<file path="config.mk">
export PLATFORM = sky130hd
export DESIGN_NAME = uart_bit_sampler
export DESIGN_NICKNAME = d
export VERILOG_FILES = /design/src/rtl/uart_bit_sampler.sv
export SDC_FILE = /design/constraint.sdc
export NUM_CORES = 1
export LEC_CHECK = 0
export CORE_MARGIN = 4
export CORE_UTILIZATION = 50
export DETAILED_ROUTE_END_ITERATION = 10
export PLACE_DENSITY = 0.75
export REMOVE_ABC_BUFFERS = 1
export SLEW_MARGIN = 5
export SYNTH_ARGS = -nofsm -noshare
export SYNTH_HDL_FRONTEND = slang
export SYNTH_SLANG_ARGS = --single-unit
</file>
<file path="constraint.sdc">
create_clock -name clk -period 2.32 [get_ports clk]
set_input_delay 0.58 -clock clk [delete_from_list [all_inputs] [get_ports clk]]
set_output_delay 0.58 -clock clk [all_outputs]
set_load 0.02 [all_outputs]
</file>
<file path="src/rtl/uart_bit_sampler.sv">
`default_nettype none
// +----------------------------------------------------------------------------+
// | Module      : uart_bit_sampler                                             |
// | Description : Receive-side bit sampler. Synchronises the RX line, qualifies |
// |               the start bit at half-bit, samples DATA_BITS data bits        |
// |               LSB-first at mid-bit, checks the stop bit and emits a         |
// |               parallel word with one-clk valid / framing-error strobes.     |
// | Options     : `define UART_BIT_SAMPLER_MAJORITY_EN for 2-of-3 majority      |
// |               sampling around every sample point.                           |
// | Revision    : 1.0 - initial release                                         |
// +----------------------------------------------------------------------------+
module uart_bit_sampler #(
  parameter int OVERSAMPLE = 16,
  parameter int DATA_BITS  = 8,
  parameter int CNT_W      = $clog2(OVERSAMPLE)
) (
  input  logic                 clk,
  input  logic                 rst_n,
  input  logic                 i_sample_en,
  input  logic                 i_rx_in,
  output logic [DATA_BITS-1:0] o_data_out,
  output logic                 o_data_valid,
  output logic                 o_frame_err,
  output logic                 o_busy
);

  localparam int               BIT_W      = $clog2(DATA_BITS + 1);
  localparam logic [CNT_W-1:0] c_CNT_LAST = CNT_W'(OVERSAMPLE - 1);
  localparam logic [BIT_W-1:0] c_BIT_LAST = BIT_W'(DATA_BITS - 1);

`ifdef UART_BIT_SAMPLER_MAJORITY_EN
  // The vote completes one tick after the nominal point, so the start check
  // lands one count later and the bit counter restarts at 1.
  localparam logic [CNT_W-1:0] c_START_PT = CNT_W'(OVERSAMPLE / 2);
  localparam logic [CNT_W-1:0] c_RELOAD   = CNT_W'(1);
`else
  localparam logic [CNT_W-1:0] c_START_PT = CNT_W'(OVERSAMPLE / 2 - 1);
  localparam logic [CNT_W-1:0] c_RELOAD   = CNT_W'(0);
`endif

  typedef enum logic [2:0] {
    S_IDLE  = 3'd0,
    S_START = 3'd1,
    S_DATA  = 3'd2,
    S_STOP  = 3'd3,
    S_BREAK = 3'd4
  } state_t;

  state_t               r_state;
  state_t               w_state_nxt;
  logic [CNT_W-1:0]     r_cnt;
  logic [CNT_W-1:0]     w_cnt_nxt;
  logic [BIT_W-1:0]     r_bit_idx;
  logic [BIT_W-1:0]     w_bit_idx_nxt;
  logic [DATA_BITS-1:0] r_shift;
  logic [DATA_BITS-1:0] w_shift_nxt;
  logic [DATA_BITS-1:0] r_data;
  logic [DATA_BITS-1:0] w_data_nxt;
  logic                 r_valid;
  logic                 w_valid_nxt;
  logic                 r_ferr;
  logic                 w_ferr_nxt;
  logic                 r_busy;
  logic                 r_sync1;
  logic                 r_sync2;
  logic                 w_rx_s;
  logic                 w_sample;
  logic                 w_bit_pt;

  // Two-flop synchroniser; resets to the idle (high) line level
  always_ff @(posedge clk or negedge rst_n) begin
    if (!rst_n) begin
      r_sync1 <= 1'b1;
      r_sync2 <= 1'b1;
    end else begin
      r_sync1 <= i_rx_in;
      r_sync2 <= r_sync1;
    end
  end

  assign w_rx_s = r_sync2;

`ifdef UART_BIT_SAMPLER_MAJORITY_EN
  logic r_hist1;
  logic r_hist2;
  logic r_pend;

  // Keep the last two ticked line samples for the 2-of-3 vote
  always_ff @(posedge clk or negedge rst_n) begin
    if (!rst_n) begin
      r_hist1 <= 1'b1;
      r_hist2 <= 1'b1;
    end else if (i_sample_en) begin
      r_hist1 <= w_rx_s;
      r_hist2 <= r_hist1;
    end
  end

  // Flag the tick after cnt==OVERSAMPLE-1 as the decision tick for data/stop bits
  always_ff @(posedge clk or negedge rst_n) begin
    if (!rst_n) begin
      r_pend <= 1'b0;
    end else if (i_sample_en) begin
      r_pend <= ((r_state == S_DATA) || (r_state == S_STOP)) &&
                !r_pend && (r_cnt == c_CNT_LAST);
    end
  end

  assign w_sample = (r_hist2 & r_hist1) | (r_hist2 & w_rx_s) | (r_hist1 & w_rx_s);
  assign w_bit_pt = r_pend;
`else
  assign w_sample = w_rx_s;
  assign w_bit_pt = (r_cnt == c_CNT_LAST);
`endif

  // Next-state, counter, shift-register and strobe decisions
  always_comb begin
    w_state_nxt   = r_state;
    w_cnt_nxt     = r_cnt;
    w_bit_idx_nxt = r_bit_idx;
    w_shift_nxt   = r_shift;
    w_data_nxt    = r_data;
    w_valid_nxt   = 1'b0;
    w_ferr_nxt    = 1'b0;
    if (i_sample_en) begin
      case (r_state)
        S_IDLE: begin
          if (!w_rx_s) begin
            w_state_nxt = S_START;
            w_cnt_nxt   = '0;
          end
        end
        S_START: begin
          if (r_cnt == c_START_PT) begin
            if (!w_sample) begin
              w_state_nxt   = S_DATA;
              w_cnt_nxt     = c_RELOAD;
              w_bit_idx_nxt = '0;
            end else begin
              // Start bit did not hold to half-bit: treat as a glitch
              w_state_nxt = S_IDLE;
              w_cnt_nxt   = '0;
            end
          end else begin
            w_cnt_nxt = r_cnt + CNT_W'(1);
          end
        end
        S_DATA: begin
          if (w_bit_pt) begin
            w_shift_nxt = {w_sample, r_shift[DATA_BITS-1:1]};
            w_cnt_nxt   = c_RELOAD;
            if (r_bit_idx == c_BIT_LAST) begin
              w_state_nxt = S_STOP;
            end else begin
              w_bit_idx_nxt = r_bit_idx + BIT_W'(1);
            end
          end else if (r_cnt == c_CNT_LAST) begin
            w_cnt_nxt = '0;
          end else begin
            w_cnt_nxt = r_cnt + CNT_W'(1);
          end
        end
        S_STOP: begin
          if (w_bit_pt) begin
            w_cnt_nxt = '0;
            if (w_sample) begin
              w_data_nxt  = r_shift;
              w_valid_nxt = 1'b1;
              w_state_nxt = S_IDLE;
            end else begin
              // Hold off in BREAK so a line stuck low cannot start a new frame
              w_ferr_nxt  = 1'b1;
              w_state_nxt = S_BREAK;
            end
          end else if (r_cnt == c_CNT_LAST) begin
            w_cnt_nxt = '0;
          end else begin
            w_cnt_nxt = r_cnt + CNT_W'(1);
          end
        end
        S_BREAK: begin
          if (w_rx_s) begin
            w_state_nxt = S_IDLE;
          end
        end
        default: begin
          w_state_nxt = S_IDLE;
          w_cnt_nxt   = '0;
        end
      endcase
    end
  end

  // State, counters, output word and registered strobes
  always_ff @(posedge clk or negedge rst_n) begin
    if (!rst_n) begin
      r_state   <= S_IDLE;
      r_cnt     <= '0;
      r_bit_idx <= '0;
      r_shift   <= '0;
      r_data    <= '0;
      r_valid   <= 1'b0;
      r_ferr    <= 1'b0;
      r_busy    <= 1'b0;
    end else begin
      r_state   <= w_state_nxt;
      r_cnt     <= w_cnt_nxt;
      r_bit_idx <= w_bit_idx_nxt;
      r_shift   <= w_shift_nxt;
      r_data    <= w_data_nxt;
      r_valid   <= w_valid_nxt;
      r_ferr    <= w_ferr_nxt;
      r_busy    <= (w_state_nxt != S_IDLE);
    end
  end

  assign o_data_out   = r_data;
  assign o_data_valid = r_valid;
  assign o_frame_err  = r_ferr;
  assign o_busy       = r_busy;

endmodule
`default_nettype wire

</file>
=== Word-level counts from Yosys, hierarchy flattened ===
Index checks and enable logic that the tools add are counted.

* Output and inout bits: 11
* Register bits: 32
* Bits of input ports: 4
* Logic and storage cells: 59

* Muxes and demuxes: 26
* $add $sub $neg: 2
* Bitwise operators: 1
* Reduce and logical (&&, ||, !) cells: 8
* Equal/unequal tests: 12

{| class="wikitable"
|+ Operators by type and width
! operator !! count
|-
| two-way mux 3 bit || 8
|-
| two-way mux 4 bit || 6
|-
| case mux 4 bit (4 select lines) || 1
|-
| case mux 3 bit (5 select lines) || 1
|-
| != test 2 bit (second input constant) || 5
|-
| adder 4 x 1 -> 4 bit (second input constant) || 2
|-
| == test 4 x 3 -> 1 bit (second input constant) || 2
|-
| two-way mux 1 bit || 8
|-
| case mux 4 bit (2 select lines) || 1
|-
| == test 3 x 2 -> 1 bit (second input constant) || 2
|-
| AND reduction 3 bit || 2
|-
| AND reduction 6 bit || 1
|-
| == test 4 bit (second input constant) || 1
|-
| AND reduction 4 bit || 1
|-
| == test 3 x 1 -> 1 bit (second input constant) || 1
|-
| == test 3 bit (second input constant) || 1
|-
| logical NOT 3 bit || 1
|-
| nonzero test 3 bit || 1
|-
| two-way mux 2 bit || 1
|-
| nonzero test 2 bit || 1
|-
| OR reduction 2 bit || 1
|-
| NOT 1 bit || 1
|}

=== Longest topological paths before layout ===
Gate-level depths: netlist of the first run.

* Depth in word-level cells: 6
* Depth in mapped cells: 6
* Depth with buffers taken out: 5

=== Least setup slack after synthesis of the first run ===
OpenSTA, ideal clock, no wires.

* Kind: flip-flop to flip-flop
* Start point: register r_cnt[0]
* End point: register r_data[0] (netlist: o_data_out[0])
* Setup time: 125 ps
* Buffers on the path: 0
* Data arrival time: 1544 ps
* Period minus slack after synthesis: 1669 ps
* Stages on the path, launching flop included: 5
* Path slack: 651 ps
* Required time: 2195 ps
* Path through: dfrtp_1 -> ha_1 -> nand4b_4 -> nor3_4 -> mux2_2

* Longest elaborated chain between the ends: 2

{| class="wikitable"
|+ RTL lines
! element !! line !! text
|-
| start, declared || 51 || <nowiki>logic [CNT_W-1:0] r_cnt;</nowiki>
|-
| start signal, assigned || 207 || <nowiki>r_cnt <= w_cnt_nxt;</nowiki>
|-
| == test 4 bit || 113 || <nowiki>assign w_bit_pt = (r_cnt == c_CNT_LAST);</nowiki>
|-
| AND reduction 4 bit (no source line) || n/a ||
|-
| end signal, assigned || 210 || <nowiki>r_data <= w_data_nxt;</nowiki>
|-
| end, declared || 57 || <nowiki>logic [DATA_BITS-1:0] r_data;</nowiki>
|}

Every way passes these cells.
A chain may end at the register's enable or synchronous reset.

=== Worst setup path in the final report of the first run ===
* Start point: input i_sample_en
* End point: register r_busy (netlist: o_busy)

* Longest elaborated chain between the ends: 2

{| class="wikitable"
|+ RTL lines
! element !! line !! text
|-
| start, declared || 19 || <nowiki>input logic i_sample_en,</nowiki>
|-
| two-way mux 3 bit || 125 || <nowiki>if (i_sample_en) begin</nowiki>
|-
| named net w_state_nxt[2] || 50 || <nowiki>state_t w_state_nxt;</nowiki>
|-
| nonzero test 3 bit || 213 || <nowiki>r_busy <= (w_state_nxt != S_IDLE);</nowiki>
|-
| end signal, assigned || 213 ||
|-
| end, declared || 63 || <nowiki>logic r_busy;</nowiki>
|}

The timed path passes the listed nets, and every way through them passes these cells.

==> results of run 1 <==
-- through the flow --
| stage | setup slack (ps) | utilization | area (sq um) | cells |
|---|---|---|---|---|
| floorplan | 650 | - | 1470 | 114 |
| global placement | 123 | 0.605 | 1710 | 165 |
| detailed placement | 70.2 | 0.605 | 1710 | 165 |
| CTS | 380 | 0.633 | 1790 | 173 |
| global route | 275 | 0.633 | 1790 | 173 |
| finish | 410 | 0.633 | 1790 | 173 |
-- per-layer routing --
| metal | share of wire | GRT usage | vias to the layer above |
|---|---|---|---|
| met3 | 0.040 | 0.0568 | 6 |
| met5 | 0 | 0 | - |
| met4 | 0.018 | 0.0647 | 0 |
| met1 | 0.45 | 0.183 | 513 |
| met2 | 0.49 | 0.253 | 19 |
| li1 | - | - | 488 |
-- sequential cells by signal, indices dropped and copies added, names as in the netlist --
signal,flops
r_sync2,1
o_data_valid,1
r_shift,8
r_cnt,4
r_sync1,1
r_state,3
r_bit_idx,4
o_busy,1
o_frame_err,1
o_data_out,8
-- cell type report --
type                            count  area share
Clock buffer                        5      0.0210
Clock inverter                      3      0.0238
Multi-Input combinational cell     81       0.372
Inverter                            1     0.00210
Tap cell                           31      0.0217
Sequential cell                    32       0.449
Timing Repair Buffer               20       0.110
-- worst reg2reg max path, cell delays in order, from the launching register on --
cell and delay, ps:
dfrtp_1 630, nor3b_2 370, and3_1 200, buf_4 180
mux2_2 350
-- cell families after synthesis --
kind of cell | share of synthesized area
simple gates | 0.173
flops | 0.526
compound gates | 0.110
mux | 0.132
buf+inv | 0.0369
fa+ha+maj | 0.0164
xor+xnor | 0.00574
-- synth_stat cells (3+ instances only) --
library cell | instances | area [sq um]
o21ai_0 | 3 | 15.0
nand2_1 | 10 | 37.5
dfrtp_1 | 30 | 751
o31ai_1 | 5 | 37.5
nor2_1 | 5 | 18.8
mux2_2 | 17 | 191
buf_2 | 3 | 15.0
-- final timing paths --
check,start,to,depth (start not counted)
max,i_sample_en,o_busy,6
max reg2reg,r_state[1],r_shift[5],4
min,r_sync1,r_sync2,0
min in group asynchronous,rst_n,r_cnt[2],2
max in group asynchronous,rst_n,r_sync1,2
min reg2reg,r_sync1,r_sync2,0
-- power by group through the flow --
stage / registers (mW) / clock network (mW) / logic, mW
detailed placement: 0.754 / 0 / 0.353
global placement: 0.749 / 0 / 0.341
floorplan: 0.731 / 0 / 0.263
finish: 0.745 / 0.423 / 0.352
global route: 0.759 / 0.471 / 0.391
CTS: 0.744 / 0.437 / 0.355
==> flow_summary.ini, run 1 <==
[timing]
slew_viol_final = 0
finalCriticalPeriod_ps = 1910
tns_ps = 0
relSlewSlack = 0.634
hold_violations = 0
finClkSkew_ps = 9.67
timing.hold.ws_ps = 365
rsz0062_at_grt = false
finalSetupViolations = 0
max_freq_mhz = 524
worst_slew_pin_slew_ps = 544
fin_crit_sh = 0.823

[routing]
first_pass_iters = 4
avgViaCountPerCell = 5.93
wl_um = 2730
routed-via-count = 1026
drt-wirelength-per-cell_um = 15.8
drt_iter0_drc = 107
drtAntennaViolNets = 0
drc = 0

[floorplanning]
die_w_um = 63.3
ios = 15
die_area_sq_um = 4000
core_sq_um = 2830
start_util = 0.540
rows = 19
die_h_um = 63.3

[power_and_ir_drop]
p_int_mw = 1.03
swShare = 0.324
peakVddDrop_mv = 0.436
power_density_nw_per_um2 = 849
clkPwrFrac = 0.278
finalPower_mw = 1.52
leakage_nw = 0.841
p_comb_frac = 0.232
switchingPower_uw = 492
pwr-share-seq = 0.490

[cells_and_area]
final_common_cell = dfrtp_1
multi_input_comb_area_sq_um = 667
fill_cells = 227
n_antenna_cell = 0
nNetsFinal = 147
regArea_sq_um = 803
final_cell_mix = dfrtp_1 (30), mux2_2 (17), clkdlybuf4s50_1 (14)
drive_gt1_frac = 0.289
areaGrowthSynthToFinish_pct = 17.3

[clocking]
clkTransAtPathRegs_ps = 110
post_cts_buffers = 0
cts_sinks = 32
numCtsBuffers = 5
cts_hold_buf = 0
tritoncts = built
htreeDepth = 2
clk_path_buf_depth = 2
cts-root-buf = clkbuf_4
insertion_delay_ps = 340
ctsResizeCount = 0

[setup_path]
crit_family = buffers and inverters
crit_chain = clkdlybuf4s50_1 -> nand4b_4 -> buf_4 -> nor4b_1 -> a21o_1 -> nand4bb_1
cpMaxStageDelayCell = clkdlybuf4s50_1
rrSetupSlack_ps = 470
worstSetupPathType = in2reg
worstPathMaxFanout = 7
cp-start-kind = input port
end_kind = register
required_ps = 2600
worst-path-buf-inv = 2
cpPeakStageDelay_ps = 620
cp.arrival_ps = 2190

[global_routing]
antenna_found_initial = 0
track_usage = 0.155
grt_pass1_wl_um = 4720
grt_max_degree = 33
overflow = 0
grt_pass1_vias = 1054

[synthesis]
ys_ff_latch = 32
netlist_area_sq_um = 1530
synth_cells = 122
synth-async-reset-ratio = 1.00
yosysSeqAreaShare = 0.526
synth.distinct_cells = 47
avgSynthCellArea_sq_um = 12.5
yosysWarnings = 0
synth-main-ff-cell = dfrtp_1
synth_edf_count = 0

[place]
portBuffers = 14
gp_congestion = 0.804
dp_hpwl_um = 1940

[worst_hold_path]
hp-class = reg2reg

[status]
status = completed

[flow_run]
maxCapViolCount = 0
Power figures use the tool's default switching activity.
==> run 2: changes to the inputs <==
--- a/config.mk
+++ b/config.mk
@@ -8,7 +8,7 @@
 export CORE_MARGIN = 4
 export CORE_UTILIZATION = 50
 export DETAILED_ROUTE_END_ITERATION = 10
-export PLACE_DENSITY = 0.75
+export PLACE_DENSITY = 0.78
 export REMOVE_ABC_BUFFERS = 1
 export SLEW_MARGIN = 5
 export SYNTH_ARGS = -nofsm -noshare
==> constraint.sdc (replaced) <==
create_clock -name clk -period 1.7 [get_ports clk]
set_input_delay 0.425 -clock clk [delete_from_list [all_inputs] [get_ports clk]]
set_output_delay 0.425 -clock clk [all_outputs]
set_load 0.02 [all_outputs]
==> flow_summary.ini, run 2 (synthesis gave the netlist of run 1 again) <==
[clocking]
cts_sinks = 32
cts-root-buf = clkbuf_4
tritoncts = built
numCtsBuffers = 5
clk_path_buf_depth = 2
ctsResizeCount = 10
clkTransAtPathRegs_ps = 100
cts_hold_buf = 0
post_cts_buffers = 0
insertion_delay_ps = 330
htreeDepth = 2

[routing]
drc = 0
first_pass_iters = 4
drt_iter0_drc = 42
wl_um = 2750
routed-via-count = 1013
drtAntennaViolNets = 0
avgViaCountPerCell = 5.63
drt-wirelength-per-cell_um = 15.3

[global_routing]
overflow = 0
grt_max_degree = 33
grt_pass1_vias = 1024
track_usage = 0.159
grt_pass1_wl_um = 4880
antenna_found_initial = 0

[floorplanning]
ios = 15
die_area_sq_um = 4000
die_w_um = 63.3
start_util = 0.540
core_sq_um = 2830
rows = 19
die_h_um = 63.3

[timing]
max_freq_mhz = 612
worst_slew_pin_slew_ps = 543
fin_crit_sh = 0.961
slew_viol_final = 0
tns_ps = 0
finalSetupViolations = 0
finClkSkew_ps = 9.32
finalCriticalPeriod_ps = 1630
relSlewSlack = 0.635
rsz0062_at_grt = false
hold_violations = 0

[flow_run]
maxCapViolCount = 0

[setup_path]
worstSetupPathType = reg2reg
cp.arrival_ps = 1860
required_ps = 1920
cp-start-kind = register
end_kind = register
worstPathMaxFanout = 9

[cells_and_area]
drive_gt1_frac = 0.342
final_common_cell = dfrtp_1
n_antenna_cell = 0
instances_no_fill = 180
nNetsFinal = 154
areaGrowthSynthToFinish_pct = 20.7
final_cell_mix = dfrtp_1 (29), mux2_2 (17), buf_4 (12)
fin_util = 0.651

[status]
status = completed

[place]
portBuffers = 14
gp_congestion = 0.765
dp_cells = 172
dp_hpwl_um = 1980

[power_and_ir_drop]
finalPower_mw = 2.15
leakage_nw = 0.923
peakVddDrop_mv = 0.728
power_density_nw_per_um2 = 1170

[worst_hold_path]
hp-class = reg2reg
## run 2: final cells by class
class	instances	area, sq um
flip-flops and latches	32	805
inverters	1	3.75
clock inverters	3	42.5
multi-input cells	81	676
well taps	31	38.8
clock buffers	5	37.5
repair buffers	27	240
fillers	223	986
## run 2: layer usage
layer	track usage	vias up	share of wire
met5	0	-	0
met4	0.0728	0	0.021
met3	0.0551	5	0.031
met2	0.249	15	0.50
met1	0.197	492	0.45
li1	-	501	-
## run 2: final timing paths
path / from / endpoint / slack (ps) / cells after the start
max in group asynchronous: rst_n / r_sync1 / 890 / 2
setup / recovery: r_cnt[0] / o_data_out[3] / 70 / 5
hold reg to reg: r_sync1 / r_sync2 / 360 / 0
setup reg to reg: r_cnt[0] / o_data_out[3] / 70 / 5
hold / removal: r_sync1 / r_sync2 / 360 / 0
min in group asynchronous: rst_n / o_frame_err / 480 / 2
## run 2: critical path: stages (launching register included)
cell	delay, ps
dfrtp_1	410
ha_2	240
nand4b_4	140
nor3_4	240
buf_12	150
mux2_2	340
## run 2: where the power goes
part,internal (mW),switching [mW]
Sequential,0.854,0.129
Clock,0.306,0.271
Combinational,0.302,0.289
Total,1.46,0.690
## run 2: metrics by stage
stage	setup WS [ps]	area, sq um	hold WS [ps]
final	65.7	1840	361
after global placement	-238	1760	348
after detailed placement	-270	1760	348
after floorplan	30.0	1470	129
after global routing	5.19	1840	371
after CTS	1.35	1830	362
==> run 3: changes to the inputs <==
--- a/config.mk
+++ b/config.mk
@@ -5,10 +5,12 @@
 export SDC_FILE = /design/constraint.sdc
 export NUM_CORES = 1
 export LEC_CHECK = 0
+export CELL_PAD_IN_SITES_DETAIL_PLACEMENT = 2
+export CELL_PAD_IN_SITES_GLOBAL_PLACEMENT = 2
 export CORE_MARGIN = 4
-export CORE_UTILIZATION = 50
+export CORE_UTILIZATION = 34
 export DETAILED_ROUTE_END_ITERATION = 10
-export PLACE_DENSITY = 0.78
+export PLACE_DENSITY = 0.77
 export REMOVE_ABC_BUFFERS = 1
 export SLEW_MARGIN = 5
 export SYNTH_ARGS = -nofsm -noshare
==> flow_summary.ini, run 3 (synthesis gave the netlist of run 1 again) <==
[timing]
finClkSkew_ps = 7.76
tns_ps = 0
hold_violations = 0
slew_viol_final = 0
finalCriticalPeriod_ps = 1650
rsz0062_at_grt = false
max_freq_mhz = 606
relSlewSlack = 0.612
setup_ws_ps = 50.1
worst_slew_pin_slew_ps = 577
finalSetupViolations = 0
timing.hold.ws_ps = 358
fin_crit_sh = 0.971

[power_and_ir_drop]
power_density_nw_per_um2 = 1160
clkPwrFrac = 0.253
finalPower_mw = 2.26
p_int_mw = 1.48
p_comb_frac = 0.308
peakVddDrop_mv = 0.466
swShare = 0.343
leakage_nw = 1.01
switchingPower_uw = 774
pwr-share-seq = 0.439

[global_routing]
track_usage = 0.163
grt_pass1_vias = 1250
overflow = 0
grt_max_degree = 33
antenna_found_initial = 0
grt_pass1_wl_um = 6600

[cells_and_area]
n_antenna_cell = 0
areaGrowthSynthToFinish_pct = 27.8
fin_util = 0.448
instances_no_fill = 205
fin_area_sq_um = 1950
fill_cells = 445
multi_input_comb_area_sq_um = 686
nNetsFinal = 158
final_cell_mix = dfrtp_1 (27), mux2_2 (17), buf_4 (15)
final_common_cell = dfrtp_1
regArea_sq_um = 807
drive_gt1_frac = 0.373

[setup_path]
r2r_cells = 5
cpMaxStageDelayCell = clkdlybuf4s50_1
rrSetupSlack_ps = 60
cp.arrival_ps = 1220
cpPeakStageDelay_ps = 610
end_kind = primary output
cp-start-kind = register
reg2reg_from = r_state[2]
crit_chain = clkdlybuf4s50_1
crit_family = buffers and inverters
worstPathMaxFanout = 2
rr_endpoint = o_busy
required_ps = 1270
worst-path-buf-inv = 1
worstSetupPathType = reg2out

[clocking]
insertion_delay_ps = 280
cts_sinks = 32
numCtsBuffers = 5
post_cts_buffers = 0
tritoncts = built
htreeDepth = 2
clkTransAtPathRegs_ps = 70
clk_path_buf_depth = 2
cts-root-buf = clkbuf_8

[worst_hold_path]
min_to = r_sync2
hp-start = r_sync1
hp-class = reg2reg
hold_path_depth = 0

[routing]
wl_um = 3960
drtAntennaViolNets = 0
avgViaCountPerCell = 5.35
first_pass_iters = 4
drc = 0
routed-via-count = 1097
drt_iter0_drc = 54
drt-wirelength-per-cell_um = 19.3

[place]
pre_cts_slack_ps = -338
dp_hpwl_um = 2850
dp_cells = 197
placed_area_sq_um = 1830
gp_congestion = 0.769
portBuffers = 14

[floorplanning]
rows = 24
die_area_sq_um = 5630
start_util = 0.351
core_sq_um = 4350
die_w_um = 75.0
ios = 15
die_h_um = 75.0

[flow_run]
maxCapViolCount = 0

[status]
status = completed
-- run 3: cell types whose count changed in the layout (fill, tap and decap cells not counted), moves of 2 or more --
cell,before,now
buf_4,12,15
clkbuf_4,5,0
clkbuf_8,0,5
clkdlybuf4s50_1,3,6
dfrtp_1,29,27
dfrtp_2,1,3
dlygate4sd2_1,10,3
dlymetal6s2s_1,1,5
-- run 3: final cells by class --
type	count	area share
timing repair buffer	31	0.155
sequential	32	0.414
clock inverter	3	0.00962
clock buffer	5	0.0353
multi-input combinational	81	0.352
inverter	1	0.00192
tap	52	0.0334
-- run 3: power by group through the flow --
stage / Clock, mW / Combinational [mW] / Sequential [mW]
CTS: 0.595 / 0.691 / 0.981
detailed placement: 0 / 0.670 / 0.993
global route: 0.633 / 0.785 / 1.01
floorplan: 0 / 0.359 / 0.998
global placement: 0 / 0.620 / 0.980
finish: 0.571 / 0.695 / 0.992
-- run 3: worst max path at each step --
stage,start,endpoint,depth (start not counted)
2_1_floorplan,r_cnt[0],o_data_out[0],4
3_3_place_gp,i_sample_en,o_data_out[2],5
3_5_place_dp,i_sample_en,o_data_out[3],5
4_1_cts,r_cnt[0],o_data_out[3],5
5_1_grt,r_cnt[1],o_data_out[3],5
6_report,o_data_out[6],o_data_out[6],1
-- run 3: metal layers --
metal	vias up	global-route usage	routed length [um]
li1	511	-	-
met1	563	0.211	1740
met2	15	0.261	2010
met3	8	0.0334	86
met4	0	0.0771	123
met5	-	0	0
-- run 3: timing repair --
action	4_1_cts	5_1_grt
cloned	0	0
pin swaps	0	0
setup endpoints to repair	20	24
hold buffers	0	0
gates resized for setup	5	9
